===== src/rtl/harvard_bus_pkg.sv =====
// Shared types and constants for the CPU data-port to handshaked-memory bridge.
package harvard_bus_pkg;
  typedef enum logic [1:0] {IDLE, REQ, DONE} bridge_state_t;
  localparam logic [31:0] DEFAULT_ERR_RDATA = 32'hDEAD_BEEF;
endpackage


===== src/rtl/harvard_data_bridge_sat_counter.sv =====
// Saturating up-counter with synchronous clear; clear wins over increment.
module sat_counter #(
  parameter int unsigned W = 8
) (
  input  logic         clk,
  input  logic         reset_n,
  input  logic         clr,
  input  logic         inc,
  output logic [W-1:0] count
);
  logic [W-1:0] count_q, count_d;

  always_comb begin
    count_d = count_q;
    if (clr)                       count_d = '0;
    else if (inc && (count_q != '1)) count_d = count_q + 1'b1;
  end

  always_ff @(posedge clk or negedge reset_n) begin
    if (!reset_n) count_q <= '0;
    else          count_q <= count_d;
  end

  assign count = count_q;
endmodule


===== src/rtl/harvard_data_bridge.sv =====
// Freezes the CPU (clk_enable=0) while a data access runs on a variable-latency
// req/ack memory; bounded wait with sticky error flags and a stall counter.
module harvard_data_bridge
  import harvard_bus_pkg::*;
#(
  parameter int unsigned TIMEOUT_CYCLES = 255,
  parameter logic [31:0] ERR_RDATA      = DEFAULT_ERR_RDATA
) (
  input  logic        clk,
  input  logic        reset_n,
  input  logic        cpu_active,
  input  logic [31:0] cpu_data_address,
  input  logic        cpu_data_read,
  input  logic        cpu_data_write,
  input  logic [31:0] cpu_data_writedata,
  output logic [31:0] cpu_data_readdata,
  output logic        cpu_clk_enable,
  output logic        mem_req,
  output logic        mem_we,
  output logic [31:0] mem_addr,
  output logic [31:0] mem_wdata,
  input  logic        mem_ack,
  input  logic [31:0] mem_rdata,
  output logic        bus_error,
  output logic        protocol_error,
  output logic [31:0] stall_count
);
  localparam logic [15:0] TO_LAST = 16'(TIMEOUT_CYCLES - 1);

  bridge_state_t state_q, state_d;
  logic        mem_req_q, mem_req_d;
  logic        mem_we_q, mem_we_d;
  logic [31:0] mem_addr_q, mem_addr_d;
  logic [31:0] mem_wdata_q, mem_wdata_d;
  logic [31:0] rbuf_q, rbuf_d;
  logic        bus_err_q, bus_err_d;
  logic        prot_err_q, prot_err_d;
  logic        clk_en;
  logic        pending, expire;
  logic [15:0] tcnt;

  assign pending = cpu_active & (cpu_data_read | cpu_data_write);
  // tcnt counts completed REQ cycles, so expiry fires on the TIMEOUT_CYCLES-th one
  assign expire  = (state_q == REQ) && (tcnt == TO_LAST);

  always_comb begin
    state_d     = state_q;
    mem_req_d   = mem_req_q;
    mem_we_d    = mem_we_q;
    mem_addr_d  = mem_addr_q;
    mem_wdata_d = mem_wdata_q;
    rbuf_d      = rbuf_q;
    bus_err_d   = bus_err_q;
    prot_err_d  = prot_err_q;
    clk_en      = 1'b1;
    case (state_q)
      IDLE: begin
        clk_en = !pending;
        if (pending) begin
          mem_req_d   = 1'b1;
          mem_we_d    = cpu_data_write;
          mem_addr_d  = cpu_data_address;
          mem_wdata_d = cpu_data_writedata;
          state_d     = REQ;
          if (cpu_data_read && cpu_data_write) prot_err_d = 1'b1;
        end
      end
      REQ: begin
        clk_en = 1'b0;
        // ack on the expiry cycle still counts as success
        if (mem_ack) begin
          if (!mem_we_q) rbuf_d = mem_rdata;
          mem_req_d = 1'b0;
          state_d   = DONE;
        end else if (expire) begin
          if (!mem_we_q) rbuf_d = ERR_RDATA;
          bus_err_d = 1'b1;
          mem_req_d = 1'b0;
          state_d   = DONE;
        end
      end
      DONE: begin
        clk_en  = 1'b1;
        state_d = IDLE;
      end
      default: state_d = IDLE;
    endcase
  end

  always_ff @(posedge clk or negedge reset_n) begin
    if (!reset_n) begin
      state_q     <= IDLE;
      mem_req_q   <= 1'b0;
      mem_we_q    <= 1'b0;
      mem_addr_q  <= '0;
      mem_wdata_q <= '0;
      rbuf_q      <= '0;
      bus_err_q   <= 1'b0;
      prot_err_q  <= 1'b0;
    end else begin
      state_q     <= state_d;
      mem_req_q   <= mem_req_d;
      mem_we_q    <= mem_we_d;
      mem_addr_q  <= mem_addr_d;
      mem_wdata_q <= mem_wdata_d;
      rbuf_q      <= rbuf_d;
      bus_err_q   <= bus_err_d;
      prot_err_q  <= prot_err_d;
    end
  end

  sat_counter #(.W(16)) u_timeout (
    .clk(clk), .reset_n(reset_n),
    .clr(state_q != REQ), .inc(state_q == REQ),
    .count(tcnt)
  );

  sat_counter #(.W(32)) u_stall (
    .clk(clk), .reset_n(reset_n),
    .clr(1'b0), .inc(!clk_en),
    .count(stall_count)
  );

  assign cpu_clk_enable    = clk_en;
  assign cpu_data_readdata = rbuf_q;
  assign mem_req           = mem_req_q;
  assign mem_we            = mem_we_q;
  assign mem_addr          = mem_addr_q;
  assign mem_wdata         = mem_wdata_q;
  assign bus_error         = bus_err_q;
  assign protocol_error    = prot_err_q;
endmodule


===== config.mk =====
export PLATFORM = sky130hd
export DESIGN_NAME = harvard_data_bridge
export DESIGN_NICKNAME = d
export VERILOG_FILES = /design/src/rtl/harvard_bus_pkg.sv /design/src/rtl/harvard_data_bridge_sat_counter.sv /design/src/rtl/harvard_data_bridge.sv
export SDC_FILE = /design/constraint.sdc
export NUM_CORES = 1
export LEC_CHECK = 0
export ABC_AREA = 0
export CAP_MARGIN = 10
export CORE_ASPECT_RATIO = 1.2
export CORE_MARGIN = 4
export CORE_UTILIZATION = 40
export CTS_CLUSTER_SIZE = 16
export DETAILED_ROUTE_END_ITERATION = 12
export PLACE_DENSITY = 0.77
export SLEW_MARGIN = 25
export SYNTH_ARGS = -nofsm -noshare
export SYNTH_HDL_FRONTEND = slang
export SYNTH_SLANG_ARGS = --single-unit

===== constraint.sdc =====
create_clock -name clk -period 1.8 [get_ports clk]
set_clock_uncertainty 0.05 [all_clocks]
set_input_delay 0.54 -clock clk [delete_from_list [all_inputs] [get_ports clk]]
set_output_delay 0.54 -clock clk [all_outputs]
set_load 0.005 [all_outputs]

# Word level (Yosys, flattened, before mapping)
# Cells that the tools add are included.
[totals] input_bits=102 out_inout_bits=133 latch_bits=0 register_bits=150 ramBits=0 mem_bits_ro=0 memories=0 wordCells=54
[op_classes] bitwise=4 n_reduce_logical=16 multipliers=0 mux=15 eq_ne=7 div=0 order_cmp=0 shift=0 addsub=2
[ops] cell="$mux W32" n=4
[ops] cell="$add A32 B1 Y32 const B" n=1
[ops] cell="$mux W16" n=2
[ops] cell="$ne A32 B32 Y1 const B" n=1
[ops] cell="$add A16 B1 Y16 const B" n=1
[ops] cell="$eq A16 B8 Y1 const B" n=1
[ops] cell="$ne A16 B16 Y1 const B" n=1
[ops] cell="$reduce_and A3 Y1" n=4
[ops] cell="$mux W2" n=3
[ops] cell="$reduce_bool A2 Y1" n=3
[ops] cell="$logic_and A1 B1 Y1" n=4
[ops] cell="$pmux W1 S2" n=2
[ops] cell="$pmux W2 S2" n=1
[ops] cell="$reduce_and A2 Y1" n=2
[ops] cell="$mux W1" n=3
[ops] cell="$ne A3 B3 Y1 const B" n=1
[ops] cell="$eq A2 B1 Y1 const B" n=1
[ops] cell="$logic_not A1 Y1" n=2
[ops] cell="$logic_not A2 Y1" n=1
[ops] cell="$ne A2 B1 Y1 const B" n=1
[ops] cell="$ne A2 B2 Y1 const B" n=1
[ops] cell="$not A1 Y1" n=2
[ops] cell="$and A1 B1 Y1" n=1
[ops] cell="$or A1 B1 Y1" n=1

# Depth between registers and ports, before layout
# Gate-level depths: netlist of run 1.
[logic_depth] word_depth=6 ltp_mapped=8 mapped_depth_nobuf=7

# By module
# A second synthesis of run 1 with hierarchy kept.
[unflattened] cells_unflattened=606 hier_area_um2=6950.4
[by_module_without_submodules] module="harvard_data_bridge" instances=1 area_each_um2=4154.0 seq_area_each_um2=2552.4 cells_per_inst=310
[by_module_without_submodules] module="sat_counter (u_stall)" instances=1 area_each_um2=1854.3 seq_area_each_um2=800.8 cells_per_inst=198
[by_module_without_submodules] module="sat_counter (u_timeout)" instances=1 area_each_um2=942.2 seq_area_each_um2=400.4 cells_per_inst=98

# Worst setup path after synthesis of run 1
# Ideal clock, no wire load.
[synth_path] path_kind="input-to-reg" start="input cpu_data_write" end="register mem_addr_q[12] (netlist: mem_addr[12])" arrival_ns=1.887 slack_ns=-0.261 n_path_buf=2 cell_stages=5 required_time_ns=1.625 setup_ns=0.125 path_cell_list="o21a_1 > nand2_1 > clkbuf_1 > clkbuf_1 > mux2_2"
[synth_via] elab_chain_len=3
[synth_lines] element="start, declared" line="harvard_data_bridge.sv:14" source="input logic cpu_data_write,"
[synth_lines] element="$or A1 B1 Y1" line="harvard_data_bridge.sv:42" source="assign pending = cpu_active & (cpu_data_read | cpu_data_write);"
[synth_lines] element="$and A1 B1 Y1" line="harvard_data_bridge.sv:42"
[synth_lines] element="$reduce_and A2 Y1 (no source line)"
[synth_lines] element="end signal, assigned" line="harvard_data_bridge.sv:104" source="mem_addr_q <= mem_addr_d;"
[synth_lines] element="end, declared" line="harvard_data_bridge.sv:33" source="logic [31:0] mem_addr_q, mem_addr_d;"
# Every way passes these cells.
# A chain may end at the register's enable or synchronous reset.

# Worst setup path after layout of run 1
[layout_path] start="register u_stall.count_q[12] (netlist: u_stall.count[12])" end="register u_stall.count_q[27] (netlist: u_stall.count[27])"
[layout_via] elab_chain_len=2 word_cells_on_any_way=3 cone_classes="1 x add/sub; 1 x eq/ne; 1 x reduce/logical"
[layout_lines] element="start, declared" line="harvard_data_bridge_sat_counter.sv:11" source="logic [W-1:0] count_q, count_d;"
[layout_lines] element="start signal, assigned" line="harvard_data_bridge_sat_counter.sv:21" source="else count_q <= count_d;"
[layout_lines] element="parallel branches: the longest is 2 deep, another holds $add A32 B1 Y32"
# Several ways; the timed one is not identified.

==> results.md, run 1 <==
Drt:
- The first TritonRoute pass finished after 4 iterations.
- In the routed design, unresolved DRC markers number 0.
- For this block, the routed nets add up to 18040 µm of wire.
- After detailed routing, the number of vias per cell comes to 5.016.
- In this run the remaining antenna-violating nets after routing total 0.
- Dividing the detail-routed wire length by the instance count gives 17.60 µm.
- The violation count after the first detailed-routing iteration is 252.
- The detailed router placed 5141 vias in this run.

Clock network:
- In this run the clock root is driven by a sky130_fd_sc_hd__clkbuf_16.
- In this run the number of H-tree levels came out at 4.
- The longest clock path from root to sink contains 2 buffers.
- The number of buffers added by the clock tree synthesis step is 17.
- The CTS tree is yes.
- The clock latency of the later-clocked register in the worst-skew pair is 0.41 ns.
- The clock transition at the registers of the reported paths is 0.06 ns.
- The clock sink total is 150.

Yosys:
- Of the post-synthesis cell area, the part taken by muxes is 12.38%.
- The xor and xnor area share after synthesis is 5.817%.
- The fraction of the yosys area taken by sequential cells is 60.80%.
- The distinct cell type count after synthesis is 44.
- The cell area after technology mapping is 0.006173 mm².
- The number of warnings reported in the yosys synthesis log is 0.
- Summing the areas of all compound-gate instances in the mapped netlist gives 7.803% of the synthesized area.
- Of the total synthesized cell area, the portion taken by full adders, half adders and majority gates is 0.6080%.
- The dominant combinational cell family by area after synthesis is multiplexers.
- The mean post-synth cell area is 12.83 µm².
- The synthesized flop and latch total is 150.
- The area share of and/or/nand/nor cells after synthesis is 10.92%.
- By area the synthesized netlist is led by sky130_fd_sc_hd__dfrtp_1, sky130_fd_sc_hd__mux2_2, sky130_fd_sc_hd__xor2_1.
- After synthesis, the largest area contributor takes up 60.80% of total cell area.
- The number of nets produced by synthesis is 586.
- The top cell type by total area after synthesis is sky130_fd_sc_hd__dfrtp_1.
- The cell count after synthesis came out at 481.

GRT:
- The total overflow left after global routing is 0.
- Global routing consumed, over all layers together, 20.48% of the routing resources.
- The layer carrying the most global-route usage is met2.
- The number of global-route vias before repair is 5577.
- The largest net degree at the start of global routing is 50.
- For met3 alone, demand over resource in global routing was 7.042%.
- The first global-routing pass estimated 28390 µm of wire.
- The global routing usage on met1 is 24.02%.
- The number of antenna violations at the first check in global routing is 0.
- The met2 layer usage reported by global route is 35.66%.

STA:
- Dividing the final minimum period by the clock period gives 108.2%.
- Setup violations remaining at the end of the flow were counted as 37.
- Setup repair after global routing could not meet its margin everywhere.
- The worst setup margin is -0.1473 ns.
- Summed over all failing endpoints, the final setup total negative slack is -1.458 ns.
- The hold violation count in the final report came to 0.
- For the pin with the worst max-slew slack, the measured transition is 0.3994 ns.
- The routed design could run at a clock period as short as 1.947 ns.
- The worst-case headroom to the max-slew limit is 73.15%.
- The worst hold-check slack is 0.3577 ns.
- The count of pins over their slew limit is 0.
- The timing-limited maximum frequency is 0.5135 GHz.

Setup path:
- Walking the worst path, the cells encountered are nand4_1, or4b_1, a2111o_1, nor3_2, xor2_1.
- The delay of the slowest critical-path stage is 0.52 ns.
- The kind of critical path is flip-flop to flip-flop.
- The worst setup path is captured at a flip-flop.
- STA puts the critical path data arrival time at 2.23 ns.
- At the worst endpoint, the required time is 2.09 ns.
- Of all nets on the critical path, the largest fanout is 6.
- STA classifies the critical path startpoint as a flip-flop.
- The critical-path cell with the highest stage delay is sky130_fd_sc_hd__or4b_1.

Power:
- The leakage power summed over all cells is 4.565 nW.
- Net switching is 27.14% of the power.
- In this run, the combinational gates consume 30.5% of the power.
- The sequential fraction of design power is 40.5%.
- For this design the total switching power over the nets is 3.236 mW.
- The design draws 11.92 mW.
- The power per cell area is 1171 mW/mm².
- The worst IR drop on VDD is 0.7608 mV.
- Internal power comes to 8.689 mW.
- The clock network burns 29.0% of the power.

Outcome:
- The checks that failed: setup timing.
- The flow ran to the end, but the final reports show violations.

Final layout:
- The finished layout holds 1025 standard cells, fillers aside.
- Of the cells placed in the final design, the portion with a size suffix greater than 1 is 28.62%.
- After routing the design area is 0.01019 mm².
- The net count of the finished layout is 915.
- The number of antenna diodes in the final layout is 0.
- The post-layout utilization of the core is 67.55%.
- The area growth from synthesis to final layout is 65.02%.
- The total of fill cells in the finished design is 1169.

Die:
- The core region is 0.01508 mm².
- During I/O placement, the number of pins put on the boundary was 235.
- The die is 121.4 µm wide.
- The starting density of the core is 40.93%.
- The initialized floorplan defines 49 standard-cell rows.
- The die covers 0.01749 mm².
- The die height is 144.1 µm.

Placed design:
- The count of input and output buffers is 234.
- The number of placed cells counting well taps is 971.
- Timing analysis after detailed placement gives a worst setup slack of -0.7328 ns.
- The placed instances occupy a cell area of 0.009325 mm².
- The placer congestion estimate is 0.8845.
- The sum of net half-perimeters after detailed placement is 13040 µm.

Min path:
- In this run the worst hold path is classified as primary input to flip-flop.

Job:
- The tool flagged a number of max-cap violations equal to 0.
-- flip-flops by register name, indices dropped and copies added (netlist names) --
name / count
mem_we: 1
mem_wdata: 32
cpu_data_readdata: 32
bus_error: 1
mem_req: 1
mem_addr: 32
protocol_error: 1
state_q: 2
u_timeout.count: 16
u_stall.count: 32
-- cell usage after synthesis (all sizes together) --
cell,count
and3,6
nor3,16
and2,2
o22a,24
a22o,8
o21a,1
nand3b,1
nand4,14
a21oi,3
o21ai,8
nand2b,2
xor2,26
a2111o,1
nor2,39
and4,3
dfrtp,150
o2111ai,5
xnor2,15
o41ai,1
a31oi,1
o2111a,1
a41o,2
ha,3
a211oi,1
o211ai,3
mux2,67
or4b,1
nand4bb,1
nand3,18
mux2i,1
or2,3
clkbuf,18
nand2,20
a21o,1
or3,1
nor4,4
buf,1
inv,8
or3b,1
-- power by group through the flow --
stage               combinational [mW]  clock [mW]  sequential (mW)
global route                      3.95        3.69             4.96
CTS                               3.64        3.53             4.83
finish                            3.63        3.46             4.83
floorplan                         1.15           0             5.01
global placement                  4.02           0             4.85
detailed placement                4.13           0             4.91
-- final timing paths --
path / startpoint / endpoint / slack, ns / cells after the start
worst max-delay path: u_stall.count[12] / u_stall.count[27] / -0.15 / 5
worst min-delay path: cpu_data_read / protocol_error / 0.36 / 2
worst max register to register: u_stall.count[12] / u_stall.count[27] / -0.15 / 5
worst min register to register: bus_error / bus_error / 0.42 / 1
max in group asynchronous: reset_n / u_stall.count[29] / 0.59 / 3
min in group asynchronous: reset_n / u_stall.count[26] / 0.53 / 2
-- cell type report --
type / instances / area [µm²] / area share, %
clock buffers: 23 / 478.0 / 4.692
clock inverters: 7 / 96.34 / 0.9457
inverters: 8 / 30.03 / 0.2948
multi-input cells: 304 / 2507 / 24.61
flip-flops and latches: 150 / 3755 / 36.86
well taps: 204 / 255.2 / 2.506
repair buffers: 329 / 3065 / 30.09
-- cell families (layout without fill, tap and decap cells) --
kind of cell | count (synthesis) | in the layout
muxes | 68 | 68
AOI/OAI and AO/OA | 60 | 60
DFF | 150 | 150
adders and majority gates | 3 | 3
buffers and inverters | 27 | 367
xor gates and xnor gates | 41 | 41
and+or+nand+nor | 132 | 132
-- critical path, delay by kind of cell (launching register included) --
family / cells / cell delay (ns)
simple gates: 3 / 0.85
flops: 1 / 0.36
compound gates: 1 / 0.43
xor+xnor: 1 / 0.17
-- per-layer routing --
| layer | part of all wire, % | vias to the layer above |
|---|---|---|
| met1 | 39 | 2538 |
| met4 | 1.7 | 0 |
| met5 | 0 | - |
| li1 | - | 2394 |
| met2 | 52 | 185 |
| met3 | 7.8 | 24 |
-- placed cells by master (no fill, tap or decap), types with 4 or more instances in the layout --
| master | synthesis | layout |
|---|---|---|
| sky130_fd_sc_hd__a22o_1 | 8 | 8 |
| sky130_fd_sc_hd__and3_1 | 5 | 4 |
| sky130_fd_sc_hd__buf_12 | 0 | 7 |
| sky130_fd_sc_hd__buf_4 | 0 | 73 |
| sky130_fd_sc_hd__buf_6 | 0 | 13 |
| sky130_fd_sc_hd__clkbuf_16 | 0 | 18 |
| sky130_fd_sc_hd__clkbuf_2 | 1 | 9 |
| sky130_fd_sc_hd__clkdlybuf4s15_1 | 0 | 23 |
| sky130_fd_sc_hd__clkdlybuf4s50_1 | 0 | 97 |
| sky130_fd_sc_hd__dfrtp_1 | 150 | 149 |
| sky130_fd_sc_hd__dlygate4sd2_1 | 0 | 101 |
| sky130_fd_sc_hd__inv_1 | 8 | 8 |
| sky130_fd_sc_hd__mux2_2 | 67 | 66 |
| sky130_fd_sc_hd__nand2_1 | 20 | 19 |
| sky130_fd_sc_hd__nand3_1 | 18 | 17 |
| sky130_fd_sc_hd__nand4_1 | 14 | 14 |
| sky130_fd_sc_hd__nor2_1 | 39 | 38 |
| sky130_fd_sc_hd__nor3_1 | 14 | 9 |
| sky130_fd_sc_hd__nor3_2 | 2 | 5 |
| sky130_fd_sc_hd__o2111ai_1 | 5 | 4 |
| sky130_fd_sc_hd__o21ai_0 | 8 | 5 |
| sky130_fd_sc_hd__o22a_1 | 24 | 24 |
| sky130_fd_sc_hd__xnor2_1 | 15 | 15 |
| sky130_fd_sc_hd__xor2_1 | 26 | 26 |
-- timing repair --
action	4_1_cts	5_1_grt
hold buffers	1	0
gates resized for setup	185	54
buffers inserted	20	4
endpoints found under the setup margin	250	124
cloned	2	1
pin swaps	9	31
hold endpoints to repair	25	0
(Power assumes the default switching activity.)
==> run 2: changes to the inputs <==
Settings changed: SETUP_SLACK_MARGIN from default to 0.2.
==> run 2 against run 1 <==
Effect of this change:
- the run still ends with setup timing left
- cell area is 11% higher
- sequential cell count stayed put
- via count is 15% higher
- register-to-register slack worse by 0.10 ns
- worst setup slack worse by 0.10 ns
==> results.md, run 2 (synthesis gave the netlist of run 1 again) <==
STA:
- The pin slew with the least headroom to its limit is 0.3979 ns (-0.001508 ns).
- The portion of the clock cycle consumed by the worst path in the final layout is 114.0% (+5.8 points).
- The hold violation count in the final report is 0 (unchanged).
- The timing-limited maximum frequency is 0.4875 GHz (-5.1%).
- The count of pins over their slew limit is 0 (unchanged).
- The total negative slack is -4.942 ns (-3.484 ns).
- The worst setup margin is -0.2515 ns (-0.1041 ns).
- Setup repair after global routing could not meet its margin everywhere.
- The post-layout minimum cycle time is 2.051 ns (+0.1041 ns).
- The worst hold-check slack is 0.3419 ns (-0.01578 ns).
- The final-report setup violation count was 54 (+46%).
- The worst-case headroom to the max-slew limit is 73.27% (+0.12 points).

Power:
- The leakage power summed over all cells is 5.328 nW (+17%).
- The worst IR drop on VDD came to 0.6627 mV (-13%).
- The reported net switching power is 3.682 mW (+14%).
- The share of power burned in the clock network was 26.7% (-2.3 points).
- The power per cell area is 1143 mW/mm² (-2.3%).
- The sequential fraction of design power is 37.8% (-2.7 points).
- The combinational share of power is 35.5% (+5.0 points).
- The power consumption is 12.89 mW (+8.1%).
- The switching portion of total power is 28.57% (+1.4 points).
- The internal power component came to 9.205 mW (+5.9%).

Placed design:
- The placer congestion estimate is 0.8297 (-6.2%).
- The number of placed cells counting well taps came to 979 (+0.82%).
- The worst slack at placement is -0.6771 ns (+0.05571 ns).
- The count of input and output buffers is 234 (unchanged).
- The sum of net half-perimeters after detailed placement came to 14110 µm (+8.2%).
- The post-placement cell area is 0.009590 mm² (+2.8%).

GRT:
- The number of global-route vias before repair is 6363 (+14%).
- The wire length of the first global-routing pass is 33980 µm (+20%).
- The largest net degree at the start of global routing was 38 (-24%).
- The number of antenna violations at the first check in global routing is 0 (unchanged).
- The remaining global-route overflow came to 0 (unchanged).
- The global-route usage over all layers was 25.27% (+4.8 points).

Final layout:
- The area of all placed cells without fillers is 0.01127 mm² (+11%).
- The total of fill cells in the finished design is 946 (-19%).
- Leaving out fill and tap cells, the most frequent cells in the layout are sky130_fd_sc_hd__dfrtp_1, sky130_fd_sc_hd__buf_4, sky130_fd_sc_hd__clkdlybuf4s50_1.
- The proportion of layout cells with a drive suffix above 1 is 54.42% (+26 points).
- The count of non-filler cells in the finished layout was 1132 (+10%).
- The number of inserted diodes is 0 (unchanged).
- Leaving out fill and tap cells, the most frequent cell in the layout is sky130_fd_sc_hd__dfrtp_1.
- The final-stage net count is 1021 (+12%).
- The area growth from synthesis to final layout is 82.57%.
- The post-layout utilization of the core is 74.73% (+7.2 points).

Drt:
- The violation count after the first detailed-routing iteration is 452 (+79%).
- The total vias in the final route was 5900 (+15%).
- The via density per instance is 5.212 (+3.9%).
- The average wire per standard cell is 20.81 µm (+18%).
- The post-route antenna net violation count is 0 (unchanged).
- The length of the first detailed-routing pass in iterations came to 7 (+3).
- The routed wire length is 23560 µm (+31%).
- The post-detailed-route DRC marker count is 0 (unchanged).

Die:
- The placeable core region is 0.01508 mm² (unchanged).
- The starting density of the core is 40.93% (unchanged).
- The number of placement rows is 49 (unchanged).
- The floorplan die area is 0.01749 mm² (unchanged).
- The die height is 144.1 µm (unchanged).
- The horizontal die dimension came to 121.4 µm (unchanged).
- The count of boundary I/O pins is 235 (unchanged).

Clock network:
- The clock tree buffer depth is 2 (unchanged).
- The CTS tree is yes.
- The number of H-tree branching levels came to 4 (unchanged).
- The clock sink total is 150 (unchanged).
- The clock transition at the registers of the reported paths came to 0.06 ns (about the same).
- The CTS root buffer is sky130_fd_sc_hd__clkbuf_16.
- The number of buffers added by the clock tree synthesis step is 17 (unchanged).
- The clock latency of the later-clocked register in the worst-skew pair is 0.43 ns (+0.02 ns).

Setup path:
- The worst setup path is captured at a flip-flop.
- The kind of critical path is flip-flop to flip-flop.
- The data required time of the critical path came to 2.09 ns (about the same).
- The worst endpoint data arrival time is 2.34 ns (+0.11 ns).
- STA classifies the critical path startpoint as a flip-flop.
- The largest fanout on the critical path is 6 (unchanged).
- The register-to-register path setup slack is -0.25 ns (-0.10 ns).

Job:
- The max-cap check violation count was 0 (unchanged).

Outcome:
- The checks that failed: setup timing.
- The flow ran to the end, but the final reports show violations.

Min path:
- The min-delay analysis places its worst path in the category primary input to flip-flop.
-- run 2: final cells by class --
class                           instances  area [µm²]  share of cell area, %
Multi-Input combinational cell        304        2859                  25.37
Sequential cell                       150        3754                  33.30
Inverter                                8       30.03                 0.2664
Clock inverter                          7       68.82                 0.6106
Clock buffer                           24       501.7                  4.452
Timing Repair Buffer                  435        3802                  33.74
Tap cell                              204       255.2                  2.265
-- run 2: per-layer routing --
layer,GRT usage [%],vias up,routed length (µm)
met3,6.221,73,1530
met1,26.52,2969,8270
met5,0,-,0
met4,9.912,0,966
li1,-,2600,-
met2,48.21,258,12790
-- run 2: repair_timing --
action                     4_1_cts  5_1_grt
gates resized for setup        642       60
hold buffers                     1        0
pin swaps                       29       47
hold endpoints to repair        22        0
cloned                           4        0
setup buffers                   90       27
setup endpoints to repair      273      133
-- run 2: critical path, stage by stage, from the launching register on --
cell	delay, ns
sky130_fd_sc_hd__dfrtp_1	0.40
sky130_fd_sc_hd__nand4_1	0.16
sky130_fd_sc_hd__or4b_4	0.55
sky130_fd_sc_hd__a2111o_1	0.44
sky130_fd_sc_hd__buf_4	0.19
sky130_fd_sc_hd__xnor2_1	0.18
-- run 2: path summary, 6_finish.rpt --
kind,from,to,depth (start not counted)
worst min register to register,protocol_error,protocol_error,1
max in group asynchronous,reset_n,u_stall.count[5],3
worst max-delay path,u_stall.count[14],u_stall.count[17],5
min in group asynchronous,reset_n,mem_wdata[27],2
worst min-delay path,cpu_data_read,protocol_error,2
worst max register to register,u_stall.count[14],u_stall.count[17],5
-- run 2: power groups by stage --
stage          clock (mW)  sequential [mW]  combinational (mW)
4_1_cts              3.46             4.83                4.49
2_1_floorplan           0             5.02                1.39
3_5_place_dp            0             4.94                4.37
6_report             3.44             4.87                4.57
5_1_grt              3.63             4.99                4.88
3_3_place_gp            0             4.87                4.26
==> run 3: changes to the inputs <==
Settings changed: ABC_AREA 0 to 1, CORE_UTILIZATION 40 to 42.
==> run 3 against run 2 <==
Effect of this change:
- the flow still finishes with violations (setup timing)
- count of clock-buffer cells in the layout is 3 lower
- sequential power is 9.2% higher
- die area is 10% higher
- critical endpoint is now cpu_clk_enable
- largest cell class is now registers
==> results.md, run 3 <==
Outcome:
- The run finished, with violations left.
- The final reports fail on setup timing.

STA:
- Setup repair after global routing could not meet its margin everywhere.
- The worst hold-check slack is 0.3582 ns (+0.01633 ns).
- The final-report setup violation count was 5 (-91%).
- The count of pins over their slew limit is 0 (unchanged).
- The worst setup margin is -0.02241 ns (+0.2291 ns).
- The worst-case headroom to the max-slew limit is 70.65% (-2.6 points).
- The post-layout minimum cycle time came to 1.822 ns (-0.2291 ns).
- The hold violation count in the final report is 0 (unchanged).
- The pin slew with the least headroom to its limit is 0.4379 ns (+0.03997 ns).
- The timing-limited maximum frequency was 0.5487 GHz (+13%).
- The portion of the clock cycle consumed by the worst path in the final layout is 101.2% (-13 points).

GRT:
- The largest net degree at the start of global routing is 50 (+32%).
- The global-route usage over all layers was 23.01% (-2.3 points).
- The number of global-route vias before repair is 7186 (+13%).
- The remaining global-route overflow is 0 (unchanged).
- The wire length of the first global-routing pass was 35600 µm (+4.8%).
- The number of antenna violations at the first check in global routing is 0 (unchanged).

Final layout:
- The count of non-filler cells in the finished layout was 1484 (+31%).
- The proportion of layout cells with a drive suffix above 1 is 37.85% (-17 points).
- The number of inserted diodes came to 0 (unchanged).
- The post-layout utilization of the core is 67.95% (-6.8 points).
- The final-stage net count is 1360 (+33%).
- The library cells used most frequently in the layout, excluding fill and tap cells, are sky130_fd_sc_hd__nand2_1, sky130_fd_sc_hd__dfrtp_1, sky130_fd_sc_hd__buf_2.
- The commonest non-fill, non-tap cell in the layout is sky130_fd_sc_hd__nand2_1.
- Compared with the post-synthesis result, the final layout area differs by 59.51%.

Setup path:
- STA classifies the critical path endpoint as an output port.
- The critical-path cell with the highest stage delay is sky130_fd_sc_hd__dfrtp_1.
- The largest fanout on the critical path is 2 (-4).
- STA classifies the critical path startpoint as a flip-flop.
- The kind of cell adding the most delay to the critical path is flip-flops.
- The kind of critical path is flip-flop to output port.
- The worst endpoint data arrival time is 1.23 ns (-1.11 ns).
- The delay of the slowest critical-path stage is 0.36 ns (-0.19 ns).
- The dominant cell type by count on the critical path is sky130_fd_sc_hd__inv_2.
- Traced cell by cell, the critical path runs through inv_2, a21oi_4, inv_2, buf_6.
- The data required time of the critical path was 1.21 ns (-0.88 ns).
- The number of buffers and inverters on the critical path was 3 (+2).

Die:
- The number of placement rows is 52 (+6.1%).
- The horizontal die dimension is 127.3 µm (+4.9%).
- The floorplan die area is 0.01926 mm² (+10%).
- The count of boundary I/O pins came to 235 (unchanged).
- The die height is 151.2 µm (+4.9%).
- The starting density of the core is 42.60% (+1.7 points).
- The placeable core region is 0.01685 mm² (+12%).

Yosys:
- The synthesized flop and latch total is 150 (unchanged).
- The number of warnings reported in the yosys synthesis log was 0 (unchanged).
- The post-synthesis cell count is 911 (+89%).
- Among all flip-flop cells after synthesis, the most frequent one is sky130_fd_sc_hd__dfrtp_1.
- The distinct cell type count after synthesis is 35 (-20%).
- The number of nets produced by synthesis is 1016 (+73%).
- The area share of the largest cell type after synthesis is 52.29% (-8.5 points).
- The number of enable flip-flop cells after synthesis is 0 (unchanged).
- The cell area after technology mapping is 0.007178 mm² (+16%).
- The fraction of synthesis flops using an asynchronous set or reset pin is 100.0% (unchanged).
- Among all cell types in the netlist, the one instantiated most often is sky130_fd_sc_hd__nand2_1.
- In the synthesized netlist, the cells that appear most often are sky130_fd_sc_hd__nand2_1, sky130_fd_sc_hd__dfrtp_1, sky130_fd_sc_hd__nor2_1, sky130_fd_sc_hd__nand4_1, sky130_fd_sc_hd__inv_1.
- The fraction of the yosys area taken by sequential cells came to 52.29% (-8.5 points).
- After synthesis, the cell types taking the most area are sky130_fd_sc_hd__dfrtp_1, sky130_fd_sc_hd__nand2_1, sky130_fd_sc_hd__nand4_1.
- The top cell type by total area after synthesis is sky130_fd_sc_hd__dfrtp_1.
- The mean post-synth cell area came to 7.879 µm² (-39%).

Drt:
- The length of the first detailed-routing pass in iterations is 5 (-2).
- The via density per instance is 4.946 (-5.1%).
- The total vias in the final route is 7340 (+24%).
- The post-detailed-route DRC marker count was 0 (unchanged).
- The post-route antenna net violation count is 0 (unchanged).
- The average wire per standard cell is 16.02 µm (-23%).
- The routed wire length is 23770 µm (+0.90%).
- The violation count after the first detailed-routing iteration is 437 (-3.3%).

Power:
- The power per cell area is 1423 mW/mm² (+24%).
- The leakage power summed over all cells was 5.849 nW (+9.8%).
- The worst IR drop on VDD came to 0.9319 mV (+41%).

Clock network:
- The clock sink total was 150 (unchanged).
- The number of buffers added by the clock tree synthesis step is 17 (unchanged).
- The clock latency of the later-clocked register in the worst-skew pair is 0.42 ns (about the same).
- The clock transition at the registers of the reported paths was 0.06 ns (about the same).
- The clock tree buffer depth is 2 (unchanged).
- The tree is rooted in a sky130_fd_sc_hd__clkbuf_16.
- The CTS tree is yes.
- The number of H-tree branching levels is 4 (unchanged).

Placed design:
- The placer congestion estimate came to 0.9384 (+13%).
- The number of placed cells counting well taps was 1368 (+40%).
- The count of input and output buffers is 234 (unchanged).
- The sum of net half-perimeters after detailed placement is 15490 µm (+9.8%).

Min path:
- The path type of the worst min-delay path is primary input to flip-flop.

Job:
- The max-cap check violation count is 0 (unchanged).
## run 3: layer usage
| layer | routed length [µm] | track usage (%) | vias up | part of all wire [%] |
|---|---|---|---|---|
| met2 | 12600 | 41.70 | 238 | 53 |
| li1 | - | - | 3562 | - |
| met3 | 1320 | 5.679 | 56 | 5.6 |
| met4 | 761 | 8.476 | 0 | 3.2 |
| met5 | 0 | 0 | - | 0 |
| met1 | 9091 | 26.15 | 3484 | 38 |
## run 3: area by class of cell
type                       count  area [µm²]
tap                          216       270.3
fill                        1384        5401
sequential                   150        3769
multi-input combinational    686        3670
timing repair buffer         361        3015
clock buffer                  21       460.4
inverter                      39       163.9
clock inverter                11       101.3
## run 3: worst min-delay path: stages
cell and delay, ns:
sky130_fd_sc_hd__clkbuf_2 0.11, sky130_fd_sc_hd__inv_1 0.06, sky130_fd_sc_hd__o21bai_1 0.07
## run 3: report_power, final
part	total [mW]	leakage (nW)	internal (mW)	switching (mW)
clock network	3.39	0.265	1.98	1.42
registers	5.32	1.88	4.60	0.729
logic	7.57	3.70	3.70	3.87
total	16.3	5.85	10.3	6.02
## run 3: path summary, 6_finish.rpt
path | start | to | slack (ns) | depth (start not counted)
max | state_q[0] | cpu_clk_enable | -0.02 | 4
min | cpu_data_read | protocol_error | 0.36 | 3
max reg2reg | u_stall.count[1] | u_stall.count[10] | -0.02 | 10
min reg2reg | mem_addr[24] | mem_addr[24] | 0.43 | 2
max in group asynchronous | reset_n | u_stall.count[20] | 0.61 | 3
min in group asynchronous | reset_n | mem_wdata[20] | 0.54 | 2
## run 3: metrics by stage
step                area, µm²  setup WS, ns  power, mW  setup TNS (ns)
floorplan                7224        0.1938      8.008               0
global placement        10140       -0.6674      11.79          -49.54
detailed placement      10140       -0.6993      11.97          -52.86
CTS                     10770      -0.04193      15.17        -0.04193
global route            11450      -0.08856      17.36          -2.046
finish                  11450      -0.02241      16.29        -0.05267
## run 3: kinds of logic (layout without fill, tap and decap cells)
group	Yosys count	after routing	synth area share [%]
and+or+nand+nor	639	639	38.30
DFF	150	150	52.29
buffers and inverters	75	432	4.584
AOI/OAI and AO/OA	27	27	2.231
xor gates and xnor gates	17	17	2.074
adders and majority gates	3	3	0.5230
## run 3: timing repair
item                       in CTS  in global routing
pin swaps                      76                 53
setup buffers                  48                 27
setup endpoints to repair     263                172
gates resized for setup       563                165
hold endpoints to repair       32                  0
gates cloned                    1                  7
hold buffers                    1                  0
